[src/rtl/ahbl_uart_rx.sv]
// ahbl_uart_rx: AHB-Lite UART receiver, 8N1, 16x oversampling, RX FIFO, level IRQ.
// Ports: AHB-Lite slave (HCLK/HRESETn/H*), rx serial in, IRQ level out.
module ahbl_uart_rx #(
  parameter int FIFO_DEPTH = 8,
  parameter int DIV_W      = 16
) (
  input  logic        HCLK,
  input  logic        HRESETn,
  input  logic [31:0] HADDR,
  input  logic [1:0]  HTRANS,
  input  logic [2:0]  HSIZE,
  input  logic        HWRITE,
  input  logic        HREADY,
  input  logic        HSEL,
  input  logic [31:0] HWDATA,
  output logic        HREADYOUT,
  output logic [31:0] HRDATA,
  input  logic        rx,
  output logic        IRQ
);

  localparam int AW = $clog2(FIFO_DEPTH);
  localparam int CW = AW + 1;

  typedef enum logic [2:0] {
    S_IDLE,
    S_START,
    S_DATA,
    S_STOP,
    S_BREAK
  } state_t;

  logic             dp_valid;
  logic             dp_write;
  logic [1:0]       dp_addr;
  logic             dp_done;
  logic             wr_en;
  logic             pop;

  logic [2:0]       ctrl_q;
  logic [DIV_W-1:0] baud_q;
  logic             en;

  logic [DIV_W-1:0] div_cnt;
  logic             tick;

  logic             rx_s1;
  logic             rx_s2;

  state_t           state_q;
  state_t           state_d;
  logic [3:0]       cnt_q;
  logic [3:0]       cnt_d;
  logic [2:0]       idx_q;
  logic [2:0]       idx_d;
  logic [7:0]       sh_q;
  logic [7:0]       sh_d;
  logic             push;
  logic             fe_set;

  logic [7:0]       mem [FIFO_DEPTH];
  logic [AW-1:0]    wp_q;
  logic [AW-1:0]    rp_q;
  logic [CW-1:0]    level_q;
  logic             ne;
  logic             full;
  logic             push_ok;
  logic             ovr_set;
  logic             ovr_q;
  logic             fe_q;
  logic [31:0]      status;

  logic             unused_ok;
  assign unused_ok = ^{HSIZE, HADDR[31:4], HADDR[1:0], HWDATA};

  assign HREADYOUT = 1'b1;

  always_ff @(posedge HCLK or negedge HRESETn) begin
    if (!HRESETn) begin
      dp_valid <= 1'b0;
      dp_write <= 1'b0;
      dp_addr  <= 2'd0;
    end else if (HREADY) begin
      dp_valid <= HSEL & HTRANS[1];
      dp_write <= HWRITE;
      dp_addr  <= HADDR[3:2];
    end
  end

  assign dp_done = dp_valid & HREADY;
  assign wr_en   = dp_done & dp_write;
  assign pop     = dp_done & ~dp_write & (dp_addr == 2'd0) & ne;

  always_ff @(posedge HCLK or negedge HRESETn) begin
    if (!HRESETn) begin
      ctrl_q <= 3'd0;
      baud_q <= '0;
    end else if (wr_en) begin
      unique case (1'b1)
        (dp_addr == 2'd2): ctrl_q <= HWDATA[2:0];
        (dp_addr == 2'd3): baud_q <= HWDATA[DIV_W-1:0];
        default: ;
      endcase
    end
  end

  assign en = ctrl_q[0];

  // >= so that lowering BAUDDIV while running cannot strand the counter
  assign tick = en & (div_cnt >= baud_q);

  always_ff @(posedge HCLK or negedge HRESETn) begin
    if (!HRESETn) begin
      div_cnt <= '0;
    end else if (!en || tick) begin
      div_cnt <= '0;
    end else begin
      div_cnt <= div_cnt + 1'b1;
    end
  end

  always_ff @(posedge HCLK or negedge HRESETn) begin
    if (!HRESETn) begin
      rx_s1 <= 1'b1;
      rx_s2 <= 1'b1;
    end else begin
      rx_s1 <= rx;
      rx_s2 <= rx_s1;
    end
  end

  always_ff @(posedge HCLK or negedge HRESETn) begin
    if (!HRESETn) begin
      state_q <= S_IDLE;
      cnt_q   <= 4'd0;
      idx_q   <= 3'd0;
      sh_q    <= 8'd0;
    end else begin
      state_q <= state_d;
      cnt_q   <= cnt_d;
      idx_q   <= idx_d;
      sh_q    <= sh_d;
    end
  end

  always_comb begin
    state_d = state_q;
    cnt_d   = cnt_q;
    idx_d   = idx_q;
    sh_d    = sh_q;
    push    = 1'b0;
    fe_set  = 1'b0;
    if (!en) begin
      state_d = S_IDLE;
    end else if (tick) begin
      unique case (state_q)
        S_IDLE: begin
          if (!rx_s2) begin
            state_d = S_START;
            cnt_d   = 4'd0;
          end
        end
        S_START: begin
          if (cnt_q == 4'd7) begin
            cnt_d   = 4'd0;
            idx_d   = 3'd0;
            state_d = rx_s2 ? S_IDLE : S_DATA;
          end else begin
            cnt_d = cnt_q + 4'd1;
          end
        end
        S_DATA: begin
          cnt_d = cnt_q + 4'd1;
          if (cnt_q == 4'd15) begin
            sh_d  = {rx_s2, sh_q[7:1]};
            idx_d = idx_q + 3'd1;
            if (idx_q == 3'd7) begin
              state_d = S_STOP;
            end
          end
        end
        S_STOP: begin
          cnt_d = cnt_q + 4'd1;
          if (cnt_q == 4'd15) begin
            push    = rx_s2;
            fe_set  = ~rx_s2;
            state_d = rx_s2 ? S_IDLE : S_BREAK;
          end
        end
        S_BREAK: begin
          if (rx_s2) begin
            state_d = S_IDLE;
          end
        end
        default: state_d = S_IDLE;
      endcase
    end
  end

  assign ne      = (level_q != '0);
  assign full    = (level_q == CW'(FIFO_DEPTH));
  // when full, the slot being popped this cycle is the one written
  assign push_ok = push & (~full | pop);
  assign ovr_set = push & full & ~pop;

  always_ff @(posedge HCLK) begin
    if (push_ok) begin
      mem[wp_q] <= sh_q;
    end
  end

  always_ff @(posedge HCLK or negedge HRESETn) begin
    if (!HRESETn) begin
      wp_q    <= '0;
      rp_q    <= '0;
      level_q <= '0;
    end else begin
      if (push_ok) begin
        wp_q <= wp_q + 1'b1;
      end
      if (pop) begin
        rp_q <= rp_q + 1'b1;
      end
      unique case ({push_ok, pop})
        2'b10:   level_q <= level_q + 1'b1;
        2'b01:   level_q <= level_q - 1'b1;
        default: ;
      endcase
    end
  end

  always_ff @(posedge HCLK or negedge HRESETn) begin
    if (!HRESETn) begin
      ovr_q <= 1'b0;
      fe_q  <= 1'b0;
    end else begin
      ovr_q <= ovr_set |
               (ovr_q & ~(wr_en & (dp_addr == 2'd1) & HWDATA[2]));
      fe_q  <= fe_set |
               (fe_q & ~(wr_en & (dp_addr == 2'd1) & HWDATA[3]));
    end
  end

  always_comb begin
    status          = '0;
    status[0]       = ne;
    status[1]       = full;
    status[2]       = ovr_q;
    status[3]       = fe_q;
    status[4 +: CW] = level_q;
  end

  always_comb begin
    HRDATA = '0;
    if (dp_valid && !dp_write) begin
      unique case (dp_addr)
        2'd0: HRDATA[7:0] = ne ? mem[rp_q] : 8'd0;
        2'd1: HRDATA = status;
        2'd2: HRDATA[2:0] = ctrl_q;
        2'd3: HRDATA[DIV_W-1:0] = baud_q;
        default: ;
      endcase
    end
  end

  assign IRQ = (ctrl_q[1] & ne) | (ctrl_q[2] & (ovr_q | fe_q));

endmodule

[config.mk]
export PLATFORM = sky130hd
export DESIGN_NAME = ahbl_uart_rx
export DESIGN_NICKNAME = d
export VERILOG_FILES = /design/src/rtl/ahbl_uart_rx.sv
export SDC_FILE = /design/constraint.sdc
export NUM_CORES = 1
export LEC_CHECK = 0
export CAP_MARGIN = 10
export CORE_ASPECT_RATIO = 0.9
export CORE_MARGIN = 2
export CORE_UTILIZATION = 48
export CTS_CLUSTER_SIZE = 24
export DETAILED_ROUTE_END_ITERATION = 12
export GPL_ROUTABILITY_DRIVEN = 0
export PLACE_DENSITY = 0.76
export SYNTH_ARGS = -nofsm -noshare
export SYNTH_HDL_FRONTEND = slang
export SYNTH_SLANG_ARGS = --single-unit
export TNS_END_PERCENT = 10
[constraint.sdc]
create_clock -name HCLK -period 3.23 [get_ports HCLK]
set_input_delay 0.8075 -clock HCLK [delete_from_list [all_inputs] [get_ports HCLK]]
set_output_delay 0.8075 -clock HCLK [all_outputs]
set_load 0.01 [all_outputs]
==> reports/qor.yml, run 1 <==
critical_path:
  cpMaxStageDelayCell: "mux4_2"
  cp_top_family: "multiplexers"
  cp_data_arrival_time_ps: 2420
  r2r-end: "level_q[3]$_DFFE_PN0P_"
  timing.rr.start: "div_cnt[7]$_DFF_PN0_"
  critical_path_depth: 7
  cp_cell_sequence: "clkbuf_16 -> buf_4 -> mux4_2 -> mux2_2 -> a221oi_2 -> a211oi_1 -> buf_2"
  worst_setup_path_start_kind: "flop"
  r2r_cells: 12
  critPathMaxStageDelay_ps: 470
  crit_buf_inv: 3
  worstPathMaxFanout: 6
  rrSetupSlack_ps: 90
  cp-end-kind: "output port"
  criticalPathCategory: "reg -> out"
  required_ps: 2420
route:
  drt_iter0_drc: 369
  viasPerCell: 5.694
  drtPass1Iterations: 5
  post_drt_wl_per_cell_um: 18.51
  drc: 0
  vias: 4487
  ant_nets: 0
  totalWireLength_mm: 14.58
worst_hold_path:
  holdPathEnd: "rx_s2$_DFF_PN1_"
  hold_start: "rx_s1$_DFF_PN1_"
  hold_depth: 0
  hp-class: "reg -> reg"
clock_tree:
  clk_latency_ps: 420
  cts.path.max_buffers: 2
  cts_hold_buf: 0
  numCtsBuffers: 17
  ctsHtreeMaxLevel: 4
  clock_sinks: 135
  clkTransAtPathRegs_ps: 60
  cts_tree: "done"
  cts_root_buf: "clkbuf_16"
grt:
  grt_usage_pct: 20.73
  overflow: 0
  grt_pass1_vias: 4423
  antenna_found_initial: 0
  grt_first_pass_wirelength_mm: 22.80
  grt_max_degree: 72
cells_and_area:
  layout.nets: 709
  layout_common_cells: "dfrtp_1 (68), edfxtp_1 (64), nand2_1 (52)"
  antenna_cells: 0
  final_util_pct: 60.81
  final_common_cell: "dfrtp_1"
  fin_area_sq_mm: 0.008095
  drive_gt1_share_pct: 24.68
  area_growth_pct: 24.52
power:
  internal-power_mw: 3.376
  ir_drop_uv: 387.5
  swShare_pct: 24.06
  p_leak_nw: 3.528
  power_frac_seq_pct: 43.8
  comb_power_share_pct: 11.1
  clkPwrFrac_pct: 45.1
  power_density_mw_per_mm2: 549.2
  p_sw_mw: 1.070
sta:
  clock_skew_ps: 7.891
  maxSlewHeadroom_pct: 45.82
  fmax_mhz: 310.0
  slew_violations: 0
  rsz0062_at_grt: "yes"
  fin_crit_sh_pct: 99.88
  fin_crit_ps: 3226
  setup_violations: 0
  hold_viol: 0
  worst_slew_pin_slew_ps: 812.7
die:
  die_x_um: 126.7
  coreArea_sq_mm: 0.01331
  start_util_pct: 48.83
  pin_count: 109
  die_h_um: 114.4
  rows: 40
  dieArea_sq_mm: 0.01449
synth:
  synth_flop_cell: "dfrtp_1"
  ys_types: 52
  yosysSeqAreaShare_pct: 56.93
  synth_edf_count: 64
  synthArstFlopShare_pct: 52.59
  syn_avg_cell_area_sq_um: 12.38
  ys_ff_latch: 135
  netlist_area_sq_mm: 0.006501
  synth_cells: 525
  yosysWarnings: 0
placed_design:
  hpwl_mm: 9.398
  io_buffer_count: 41
  place_area_sq_mm: 0.007258
job:
  drv_cap: 0
outcome:
  run_status: "complete, no violations"
==> flip-flops by register name, summed over array words and instances, names as in the netlist, 4 cells and up <==
| register | cells |
|---|---|
| baud_q | 16 |
| cnt_q | 4 |
| div_cnt | 16 |
| level_q | 4 |
| mem | 64 |
| sh_q | 8 |
==> synth_stat cells (2+ instances only) <==
cell type,instances,area [sq um]
a211oi_1,8,60.06
a21oi_1,13,65.06
a221oi_1,5,43.79
a311oi_1,2,17.52
a31oi_1,2,12.51
and3_1,7,43.79
buf_1,2,7.510
buf_2,4,20.02
buf_4,17,127.6
clkbuf_1,17,63.81
conb_1,2,7.510
dfrtp_1,69,1727
dfstp_2,2,52.55
edfxtp_1,64,1922
ha_1,25,312.8
inv_1,28,105.1
mux2_2,19,214.0
mux2_4,8,120.1
mux2i_1,6,60.06
mux4_2,16,360.4
nand2_1,52,195.2
nand2b_1,7,43.79
nand3_1,15,75.07
nand4_1,5,31.28
nor2_1,28,105.1
nor2b_1,4,25.02
nor3_1,15,75.07
nor3b_1,3,22.52
nor4_1,9,56.30
o211ai_1,2,15.01
o21ai_0,26,130.1
o41ai_1,2,17.52
or3_1,2,12.51
xnor2_1,9,78.83
xor2_1,13,113.9
==> worst max path at each step <==
| stage | from | end | slack (ps) |
|---|---|---|---|
| finish | rp_q[0]$_DFFE_PN0P_ | HRDATA[5] | 4 |
| global route | rp_q[0]$_DFFE_PN0P_ | HRDATA[5] | -70 |
| CTS | rp_q[0]$_DFFE_PN0P_ | HRDATA[4] | -40 |
| detailed placement | baud_q[15]$_DFFE_PN0P_ | level_q[3]$_DFFE_PN0P_ | 10 |
| global placement | rp_q[0]$_DFFE_PN0P_ | HRDATA[0] | 60 |
| floorplan | div_cnt[6]$_DFF_PN0_ | level_q[3]$_DFFE_PN0P_ | 180 |
==> timing repair <==
| action | CTS | global route |
|---|---|---|
| setup buffers | 7 | 4 |
| endpoints found under the setup margin | 9 | 10 |
| gates cloned | 0 | 1 |
| gates resized for setup | 37 | 19 |
| pin swaps | 3 | 9 |
==> power by group through the flow <==
stage	clock (mW)	sequential (mW)	combinational, mW
floorplan	0	1.97	0.296
global placement	0	1.98	0.438
detailed placement	0	1.98	0.459
CTS	2.02	1.95	0.472
global route	2.11	1.96	0.555
finish	2.01	1.95	0.492
==> stage by stage <==
step	setup slack, ps	hold slack, ps	power [mW]	instances	setup TNS [ps]
finish	3.898	357.9	4.446	788	0
floorplan	181.3	345.2	2.262	540	0
detailed placement	14.93	349.6	2.438	745	0
global placement	58.11	346.3	2.414	745	0
global route	-68.46	362.3	4.624	788	-293.5
CTS	-38.78	357.7	4.444	783	-72.42
==> cell type report <==
cell class                 instances  area [sq um]
tap                              168         210.2
multi-input combinational        336          2666
clock buffer                      19         432.9
fill                             970          5218
clock inverter                    12         177.7
timing repair buffer              90         800.8
sequential                       135          3702
inverter                          28         105.1
==> routing by layer <==
layer | up-vias | GRT usage [%] | share of wire, %
met1 | 2242 | 27.32 | 43
met5 | - | 0 | 0
met4 | 0 | 7.912 | 2.2
met2 | 178 | 33.44 | 49
li1 | 2036 | - | -
met3 | 31 | 5.421 | 6.1
==> cells by family after synthesis <==
kind of cell	share of synthesized area (%)
and+or+nand+nor	11.22
DFF	56.93
AOI/OAI and AO/OA	6.890
buffers and inverters	5.158
muxes	11.61
adders and majority gates	5.119
xor gates and xnor gates	2.964
other	0.1155
==> worst reg2reg max path, delay by kind of cell (launching register included) <==
| kind | cells | cell delay [ps] |
|---|---|---|
| AND/OR/NAND/NOR | 3 | 580 |
| AO/OA/AOI/OAI | 4 | 980 |
| flip-flops | 1 | 420 |
| adder cells (fa/ha/maj) | 3 | 790 |
| XOR/XNOR | 2 | 270 |
(Power assumes the default switching activity.)
==> inputs of run 2 (changes only) <==
--- a/config.mk
+++ b/config.mk
@@ -5,14 +5,13 @@
 export SDC_FILE = /design/constraint.sdc
 export NUM_CORES = 1
 export LEC_CHECK = 0
-export CAP_MARGIN = 10
 export CORE_ASPECT_RATIO = 0.9
 export CORE_MARGIN = 2
-export CORE_UTILIZATION = 48
+export CORE_UTILIZATION = 53
 export CTS_CLUSTER_SIZE = 24
 export DETAILED_ROUTE_END_ITERATION = 12
 export GPL_ROUTABILITY_DRIVEN = 0
-export PLACE_DENSITY = 0.76
+export PLACE_DENSITY = 0.8
 export SYNTH_ARGS = -nofsm -noshare
 export SYNTH_HDL_FRONTEND = slang
 export SYNTH_SLANG_ARGS = --single-unit
==> constraint.sdc (replaced) <==
create_clock -name HCLK -period 3.3 [get_ports HCLK]
set_input_delay 0.825 -clock HCLK [delete_from_list [all_inputs] [get_ports HCLK]]
set_output_delay 0.825 -clock HCLK [all_outputs]
set_load 0.01 [all_outputs]
==> run 2 against run 1 <==
Net effect:
- clock skew is 1.2 ps higher
- critical endpoint is now HRDATA[3]
- the run now ends with setup timing left
- worst hold slack worse by 2.4 ps
- largest cell class unchanged
- combinational power is 2% lower
- total power is 1.1% lower
- core utilization is 5.9 points higher
- via count is 0.38% higher
==> reports/qor.yml, run 2 (same netlist as run 1, synthesis figures left out) <==
cells_and_area:
  reg_top3: "mem: 64 flops, baud_q: 16 flops, div_cnt: 16 flops"
  largest_register_ffs: 64
  fin_area_sq_mm: 0.008030
  antenna_cells: 0
  regArea_sq_mm: 0.003702
  top_register: "mem"
  area_growth_pct: 23.52
  fillCellCount: 796
  layout.nets: 698
  layout_common_cells: "dfrtp_1 (68), edfxtp_1 (64), nand2_1 (52)"
  multi_input_area_sq_mm: 0.002660
  stdcell_count: 770
  final_common_cell: "dfrtp_1"
  drive_gt1_share_pct: 22.79
die:
  coreArea_sq_mm: 0.01203
  pin_count: 109
  rows: 38
  start_util_pct: 54.05
  dieArea_sq_mm: 0.01317
  die_h_um: 109.1
  die_x_um: 120.7
placed_design:
  dp_slack_ps: 6.875
  placed_cells: 730
  hpwl_mm: 9.165
  io_buffer_count: 41
  place_area_sq_mm: 0.007196
sta:
  worst_slack_ps: -11.69
  setup_violations: 2
  slew_violations: 0
  clock_skew_ps: 9.063
  hold_viol: 0
  maxSlewHeadroom_pct: 45.75
  fin_crit_sh_pct: 100.4
  rsz0062_at_grt: "yes"
  fin_crit_ps: 3312
  worst_slew_pin_slew_ps: 813.8
  fmax_mhz: 302.0
critical_path:
  cp_cell_sequence: "buf_12 -> buf_6 -> mux4_2 -> mux2_4 -> a221oi_4 -> a211oi_2 -> buf_2"
  worst_setup_path_start_kind: "flop"
  cp_top_family: "multiplexers"
  crit_buf_inv: 3
  criticalPathCategory: "reg -> out"
  cp_data_arrival_time_ps: 2490
  required_ps: 2470
  cpMaxStageDelayCell: "mux4_2"
  cp-end-kind: "output port"
  worstPathMaxFanout: 8
  critPathMaxStageDelay_ps: 500
grt:
  grt_usage_pct: 23.20
  grt_pass1_vias: 4468
  grt_first_pass_wirelength_mm: 22.99
  antenna_found_initial: 0
  grt_max_degree: 72
  overflow: 0
clock_tree:
  cts_root_buf: "clkbuf_16"
  cts_tree: "done"
  cts.path.max_buffers: 2
  ctsHtreeMaxLevel: 4
  numCtsBuffers: 17
  cts_hold_buf: 0
  clk_latency_ps: 420
  clock_sinks: 135
  clkTransAtPathRegs_ps: 50
route:
  totalWireLength_mm: 14.90
  drc: 0
  ant_nets: 0
  post_drt_wl_per_cell_um: 19.35
  drtPass1Iterations: 5
  drt_iter0_drc: 534
  viasPerCell: 5.849
  vias: 4504
power:
  p_leak_nw: 3.489
  power_density_mw_per_mm2: 547.3
  ir_drop_uv: 385.7
outcome:
  run_status: "finished, violations left"
  violations: "setup timing"
worst_hold_path:
  hp-class: "reg -> reg"
job:
  drv_cap: 0
-- run 2: changes by cell type in the layout (fill, tap and decap cells not counted), moves of 2 or more --
cell      previous run  this run
a221oi_2             4         1
clkinv_2             0         3
a221oi_1             0         2
buf_4               44        32
clkinv_1             2         0
clkbuf_8             0         2
buf_2                7         4
clkinv_4             3         1
ha_1                21        23
-- run 2: cell type report --
class | count | area share (%)
clock inverters | 12 | 2.181
multi-input cells | 336 | 33.13
well taps | 160 | 2.493
inverters | 28 | 1.309
repair buffers | 79 | 9.099
clock buffers | 20 | 5.687
flip-flops and latches | 135 | 46.10
-- run 2: final timing paths --
check	from	to	slack [ps]	cells after the start
min reg2reg	rx_s1$_DFF_PN1_	rx_s2$_DFF_PN1_	360	0
max reg2reg	div_cnt[9]$_DFF_PN0_	level_q[3]$_DFFE_PN0P_	130	12
min	rx_s1$_DFF_PN1_	rx_s2$_DFF_PN1_	360	0
min in group asynchronous	HRESETn	baud_q[10]$_DFFE_PN0P_	430	2
max	rp_q[0]$_DFFE_PN0P_	HRDATA[3]	-10	7
max in group asynchronous	HRESETn	rx_s2$_DFF_PN1_	2530	2
-- run 2: power breakdown --
group          internal, mW  switching (mW)
logic                 0.193           0.287
registers              1.85          0.0591
clock network          1.30           0.699
total                  3.35            1.04
-- run 2: per-layer routing --
metal | routed length [um] | track usage [%]
met5 | 0 | 0
met4 | 528 | 10.96
met3 | 847 | 4.498
met2 | 7328 | 38.01
met1 | 6197 | 30.14
-- run 2: through the flow --
step,util [%],TNS (ps),hold WS [ps],power [mW]
2_1_floorplan,-,0,345.2,2.214
3_3_place_gp,59.82,0,345.8,2.343
3_5_place_dp,59.82,0,347.5,2.374
4_1_cts,65.69,-35.31,355.6,4.380
5_1_grt,66.76,-298.6,357.6,4.548
6_report,66.76,-18.00,355.6,4.395
-- run 2: timing repair --
| item | CTS | global route |
|---|---|---|
| cloned | 0 | 1 |
| pin swaps | 2 | 8 |
| resized for setup | 29 | 20 |
| setup buffers | 3 | 4 |
| setup endpoints to repair | 9 | 9 |
==> inputs of run 3 (changes only) <==
--- a/config.mk
+++ b/config.mk
@@ -7,11 +7,11 @@
 export LEC_CHECK = 0
 export CORE_ASPECT_RATIO = 0.9
 export CORE_MARGIN = 2
-export CORE_UTILIZATION = 53
+export CORE_UTILIZATION = 55
 export CTS_CLUSTER_SIZE = 24
 export DETAILED_ROUTE_END_ITERATION = 12
 export GPL_ROUTABILITY_DRIVEN = 0
-export PLACE_DENSITY = 0.8
+export PLACE_DENSITY = 0.82
 export SYNTH_ARGS = -nofsm -noshare
 export SYNTH_HDL_FRONTEND = slang
 export SYNTH_SLANG_ARGS = --single-unit
==> constraint.sdc (replaced) <==
create_clock -name HCLK -period 4.3 [get_ports HCLK]
set_input_delay 1.075 -clock HCLK [delete_from_list [all_inputs] [get_ports HCLK]]
set_output_delay 1.075 -clock HCLK [all_outputs]
set_load 0.01 [all_outputs]
==> run 3 against run 2 <==
Net effect:
- the run now ends clean
- core utilization shrank 0.061 points
- clock power shrank 27%
- count of clock-buffer cells in the layout grew 2
- setup slack gained 150 ps
- via count shrank 3.4%
- non-clock buffer count shrank 22
- largest cell class unchanged
==> reports/qor.yml, run 3 (same netlist as run 1, synthesis figures left out) <==
sta:
  fin_crit_sh_pct: 96.69
  fin_setup_tns_ps: 0
  clock_skew_ps: 13.30
  rsz0062_at_grt: "no"
  worst_slack_ps: 142.2
  hold_viol: 0
  maxSlewHeadroom_pct: 37.71
  fin_crit_ps: 4158
  slew_violations: 0
  fmax_mhz: 240.5
  worst_slew_pin_slew_ps: 925.8
  setup_violations: 0
critical_path:
  crit_buf_inv: 1
  cp_top_family: "simple AND/OR/NAND/NOR gates"
  critPathMaxStageDelay_ps: 820
  rrSetupSlack_ps: 710
  r2r_cells: 14
  cpMaxStageDelayCell: "nor4_1"
  cp_cell_sequence: "nor4_1 -> nor3_1 -> a221oi_1 -> a211oi_1 -> clkdlybuf4s50_1"
  timing.rr.start: "div_cnt[0]$_DFF_PN0_"
  cp_data_arrival_time_ps: 3080
  criticalPathCategory: "reg -> out"
  r2r-end: "level_q[3]$_DFFE_PN0P_"
  required_ps: 3220
  worstPathMaxFanout: 7
  cp-end-kind: "output port"
  worst_setup_path_start_kind: "flop"
clock_tree:
  cts_setup_buffers: 0
  cts.path.max_buffers: 2
  numCtsBuffers: 17
  cts_hold_buf: 0
  clkTransAtPathRegs_ps: 60
  ctsHtreeMaxLevel: 4
  clk_latency_ps: 420
  ctsResizeCount: 0
  clock_sinks: 135
  cts_root_buf: "clkbuf_16"
  cts_tree: "done"
route:
  drt_iter0_drc: 492
  totalWireLength_mm: 13.57
  post_drt_wl_per_cell_um: 18.24
  drtPass1Iterations: 5
  drc: 0
  vias: 4352
  viasPerCell: 5.849
  ant_nets: 0
cells_and_area:
  layout_common_cells: "dfrtp_1 (68), edfxtp_1 (64), nand2_1 (52)"
  fillCellCount: 772
  final_util_pct: 66.70
  antenna_cells: 0
  reg_top3: "mem: 64 flops, baud_q: 16 flops, div_cnt: 16 flops"
  stdcell_count: 744
  drive_gt1_share_pct: 16.33
  area_growth_pct: 17.78
  largest_register_ffs: 64
  multi_input_area_sq_mm: 0.002521
  layout.nets: 676
  regArea_sq_mm: 0.003702
  final_common_cell: "dfrtp_1"
  top_register: "mem"
outcome:
  run_status: "complete, no violations"
worst_hold_path:
  hp-class: "reg -> reg"
  hold_depth: 0
  holdPathEnd: "rx_s2$_DFF_PN1_"
  hold_start: "rx_s1$_DFF_PN1_"
placed_design:
  dp_slack_ps: 682.4
  io_buffer_count: 41
  hpwl_mm: 8.868
  placed_cells: 712
grt:
  antenna_found_initial: 0
  grt_max_degree: 48
  grt_usage_pct: 22.87
  overflow: 0
  grt_first_pass_wirelength_mm: 22.13
  grt_pass1_vias: 4353
die:
  start_util_pct: 56.63
  rows: 37
  die_h_um: 107.1
  coreArea_sq_mm: 0.01148
  die_x_um: 118.6
  pin_count: 109
  dieArea_sq_mm: 0.01271
power:
  internal-power_mw: 2.457
  p_leak_nw: 3.319
  power_frac_seq_pct: 45.2
  ir_drop_uv: 366.1
  comb_power_share_pct: 10.0
  p_sw_mw: 0.7978
  power_density_mw_per_mm2: 425.1
  swShare_pct: 24.51
  clkPwrFrac_pct: 44.8
job:
  drv_cap: 0
==> run 3: cell types whose count changed in the layout (fill, tap and decap cells not counted), sizes merged <==
| cell | delta |
|---|---|
| bufinv | -3 |
| clkdlybuf4s50 | +8 |
| dlygate4sd2 | -1 |
| inv | +5 |
| buf | -24 |
| clkdlybuf4s15 | -1 |
| clkbuf | -2 |
| clkinv | -1 |
| clkinvlp | -3 |
==> run 3: through the flow <==
stage	hold WS (ps)	area (sq um)	power, mW
after global placement	346.2	7048	1.795
after global routing	358.6	7657	3.375
after floorplan	345.2	6558	1.699
after detailed placement	347.8	7048	1.807
final	355.2	7657	3.255
after CTS	356.2	7656	3.273
==> run 3: power groups by stage <==
stage / clock (mW) / combinational (mW) / sequential [mW]
global route: 1.53 / 0.363 / 1.48
CTS: 1.48 / 0.323 / 1.47
global placement: 0 / 0.301 / 1.49
detailed placement: 0 / 0.312 / 1.50
floorplan: 0 / 0.222 / 1.48
finish: 1.46 / 0.324 / 1.47
==> run 3: worst max-delay path by stage <==
stage	end	slack (ps)	from	cells after the start
final	HRDATA[7]	140	level_q[0]$_DFFE_PN0P_	5
after global routing	HRDATA[7]	140	level_q[0]$_DFFE_PN0P_	5
after floorplan	HRDATA[4]	1200	rp_q[0]$_DFFE_PN0P_	6
after detailed placement	level_q[3]$_DFFE_PN0P_	680	HREADY	10
after CTS	HRDATA[1]	170	rp_q[1]$_DFFE_PN0P_	6
after global placement	HRDATA[0]	670	rp_q[1]$_DFFE_PN0P_	7
==> run 3: cell type report <==
class	instances	share of cell area (%)
Sequential cell	135	48.35
Inverter	28	1.373
Tap cell	156	2.549
Clock buffer	22	6.618
Clock inverter	10	1.324
Timing Repair Buffer	57	6.863
Multi-Input combinational cell	336	32.92
==> run 3: worst reg2reg max path, delay by kind of cell, from the launching register on <==
family | cells | cell delay [ps]
AO/OA/AOI/OAI | 5 | 1370
XOR/XNOR | 2 | 290
adder cells (fa/ha/maj) | 3 | 830
buffers and inverters | 1 | 70
flip-flops | 1 | 400
AND/OR/NAND/NOR | 3 | 510
==> run 3: layer usage <==
| metal | up-vias | wire length (um) | GRT usage, % |
|---|---|---|---|
| li1 | 1980 | - | - |
| met1 | 2126 | 5521 | 28.76 |
| met2 | 219 | 6765 | 37.56 |
| met3 | 27 | 1039 | 6.489 |
| met4 | 0 | 243 | 9.439 |
| met5 | - | 0 | 0 |
